[src/rtl/stable_matching_pkg.sv]
// Shared types and width helpers for the stable-matching checker.
// The optional STABLE_CHECK_COUNT_EN feature is handled in the top module.
package stable_matching_pkg;

   function automatic int log2(input int n);
      int w;
      w = 1;
      while ((1 << w) < n) w++;
      return w;
   endfunction

   localparam int SM_N       = 10;
   localparam int SM_LOG_N   = log2(SM_N);
   localparam int SM_POS_W   = log2(SM_N + 1);

   typedef enum logic [2:0] {
      IDLE,
      PERM,
      RANK,
      SCAN,
      DONE
   } state_t;

endpackage

[src/rtl/stable_matching_checker_rank_lookup.sv]
// First-match priority search: index of key in a packed list, or N when absent.
module rank_lookup
   import stable_matching_pkg::*;
#(
   parameter int N  = SM_N,
   parameter int W  = SM_LOG_N,
   parameter int PW = SM_POS_W
) (
   input  logic [N*W-1:0] list,
   input  logic [W-1:0]   key,
   output logic [PW-1:0]  pos
);

   always_comb begin
      pos = PW'(N);
      for (int j = N - 1; j >= 0; j--) begin
         if (list[j*W +: W] == key) pos = PW'(j);
      end
   end

endmodule

[config.mk]
export PLATFORM = sky130hd
export DESIGN_NAME = rank_lookup
export DESIGN_NICKNAME = d
export VERILOG_FILES = /design/src/rtl/stable_matching_pkg.sv /design/src/rtl/stable_matching_checker_rank_lookup.sv
export SDC_FILE = /design/constraint.sdc
export NUM_CORES = 1
export LEC_CHECK = 0
export ABC_AREA = 1
export CAP_MARGIN = 10
export CORE_MARGIN = 3
export CORE_UTILIZATION = 33
export DETAILED_ROUTE_END_ITERATION = 12
export PLACE_DENSITY = 0.89
export SLEW_MARGIN = 20
export SYNTH_ARGS = -nofsm -noshare
export SYNTH_HDL_FRONTEND = slang
export SYNTH_SLANG_ARGS = --single-unit
[constraint.sdc]
create_clock -name vclk -period 1.16
set_input_delay 0.174 -clock vclk [all_inputs]
set_output_delay 0.174 -clock vclk [all_outputs]
set_load 0.1 [all_outputs]
==> flow_metrics.tcl <==
set metrics [dict create \
    synth_fa_ha_area_share_pct 0 \
    crit_fanout 5 \
    dr.first_iter.drc_count 32 \
    io_pins 48 \
    setup_viol_count_final 4 \
    syn_nets 147 \
    wl_mm 4.20 \
    final_common_cell "dlygate4sd2_1" \
    leakage_nw 0.836 \
    cp-end-kind "output pin" \
    synth_xor_area_share_pct 43.8 \
    drv_cap 0 \
    regArea_sq_um 0 \
    design.seq.count 0 \
    wl_per_cell_um 20.9 \
    syn_to_final_growth_pct 145 \
    worst_slack_ps -656 \
    stdcell_count 201 \
    cp_common_cell "nand2_1" \
    slowest_stage "buf_12" \
    synth_top_area_share_pct 42.4 \
    crit_arrival_ps 1640 \
    critPathLaunch "key[3]" \
    outcome "complete, but fails checks" \
    hpwl_mm 2.08 \
    path_class "input pin to output pin" \
    clock_buffers 0 \
    synth_area_per_cell_sq_um 6.41 \
    num-fill-cells 79 \
    final_cell_mix "dlygate4sd2_1 (29), buf_4 (21), xnor2_1 (19)" \
    crit_required_ps 990 \
    multi_input_area_sq_um 773 \
    start_util_pct 36.7 \
    grt_pass1_wl_mm 5.23 \
    synth.mux.area_fraction_pct 0 \
    dieArea_sq_um 2570 \
    synth_top_family_by_area "XOR/XNOR gates" \
    viasPerCell 5.54 \
    antenna_found_initial 0 \
    violations "negative setup slack" \
    drt-pass1-iter-count 4 \
    grt_start_max_net_pins 7 \
    power_mw 1.06 \
    cp-endpoint "pos[0]" \
    crit_chain "buf_6 -> buf_6 -> xnor2_2 -> nand2_1 -> nor2_2 -> nand2_1 -> nand2_1 -> nand2_1 -> nand2_1 -> nand2_1 -> nand2_1 -> nand2_2 -> a21oi_4 -> buf_12" \
    final_antenna_net_count 0 \
    fp.dieH_um 50.7 \
    rows 15 \
    grt_pass1_vias 1126 \
    post-route-drc-count 0 \
    via_count 1114 \
    tightest_slew_ps 251 \
    slew_violations 0 \
    hp-class "input pin to output pin" \
    powerDensity_nw_per_um2 654 \
    layout.nets 222 \
    ctsHoldBuffers 0 \
    ys_warn_count 0 \
    port_buffers 48 \
    ys_types 20 \
    finalCriticalPeriod_ps 1820 \
    rsz0062_at_grt "true" \
    place_inst 186 \
    seq_area_frac_synth_pct 0 \
    cpPeakStageDelay_ps 190 \
    drive_above_1_share_pct 51.7 \
    cp-start-kind "input pin" \
    gp_congestion 0.869 \
    synth_top_cell_by_area "xnor2_1" \
    hold_viol_final 0 \
    synthSimpleGateAreaFrac_pct 38.1 \
    core_area_sq_um 1800 \
    synth_area_leaders "xnor2_1 (42%), nand2_1 (18%), nand4_2 (7.6%), buf_6 (6.8%), inv_1 (5.7%)" \
    synth-compound-area-share_pct 4.17 \
    dieWidth_um 50.7 \
    max_slew_margin_pct 83.2 \
    finalCritPeriodShare_pct 157 \
    netlist_area_sq_um 661 \
    diodes 0 \
    syn_inst 103 \
    grt-ovfl-total 0 \
    grtUsageTotal_pct 26.8 \
    fmax_ghz 0.551 \
    peakVddDrop_v 0.000472 \
    finalSetupTns_ps -2280 \
]
power breakdown:
| part | internal (mW) | switching [mW] |
|---|---|---|
| registers | 0 | 0 |
| logic | 0.478 | 0.580 |
| clock network | 0 | 0 |
worst min-delay path by stage:
stage                  from     end  slack, ps  cells after the start
floorplan           list[2]  pos[0]        750                      3
global placement    list[6]  pos[0]       1330                      5
detailed placement  list[6]  pos[0]       1340                      5
CTS                  key[0]  pos[0]       1070                      7
global route        list[4]  pos[0]       1050                      6
finish              list[4]  pos[0]       1030                      6
layer usage:
metal	global-route usage (%)	vias up	part of all wire, %
li1	-	466	-
met1	27.3	539	35
met2	54.6	83	53
met3	2.08	26	6.0
met4	10.8	0	5.6
met5	0	-	0
cells by family (layout without fill, tap and decap cells):
group	after synthesis	in the layout
AOI/OAI and AO/OA	4	4
buffers and inverters	16	89
xor gates and xnor gates	33	33
and+or+nand+nor	50	50
metrics by stage:
| step | utilization [%] | setup WS, ps | instance area (sq um) | hold WS, ps |
|---|---|---|---|---|
| 5_1_grt | 89.8 | -702 | 1620 | 1050 |
| 2_1_floorplan | - | -679 | 743 | 746 |
| 4_1_cts | 82.8 | -515 | 1490 | 1070 |
| 6_report | 89.8 | -656 | 1620 | 1030 |
| 3_3_place_gp | 75.2 | -872 | 1360 | 1330 |
| 3_5_place_dp | 75.2 | -973 | 1360 | 1340 |
critical path: cells and delay by family:
family | cells | cell delay (ps)
buf+inv | 3 | 420
xor+xnor | 1 | 140
simple gates | 9 | 730
compound gates | 1 | 170
cell type report:
| type | instances | share of cell area, % |
|---|---|---|
| tap | 25 | 1.93 |
| timing repair buffer | 77 | 46.6 |
| multi-input combinational | 87 | 47.8 |
| inverter | 12 | 3.71 |
timing repair:
item | 4_1_cts | 5_1_grt
setup buffers | 9 | 6
gates cloned | 1 | 0
pin swaps | 44 | 18
gates resized for setup | 87 | 30
setup endpoints to repair | 4 | 4
Yosys cell counts, types with 2 or more instances:
library cell and number:
inv_1 10, xnor2_1 32, buf_6 4, nand4_1 3, nand2_1 31, nand4_2 4, nor2_2 3, nand2_2 2
nor2_1 3
No activity file was read; power rests on OpenSTA's default activity.
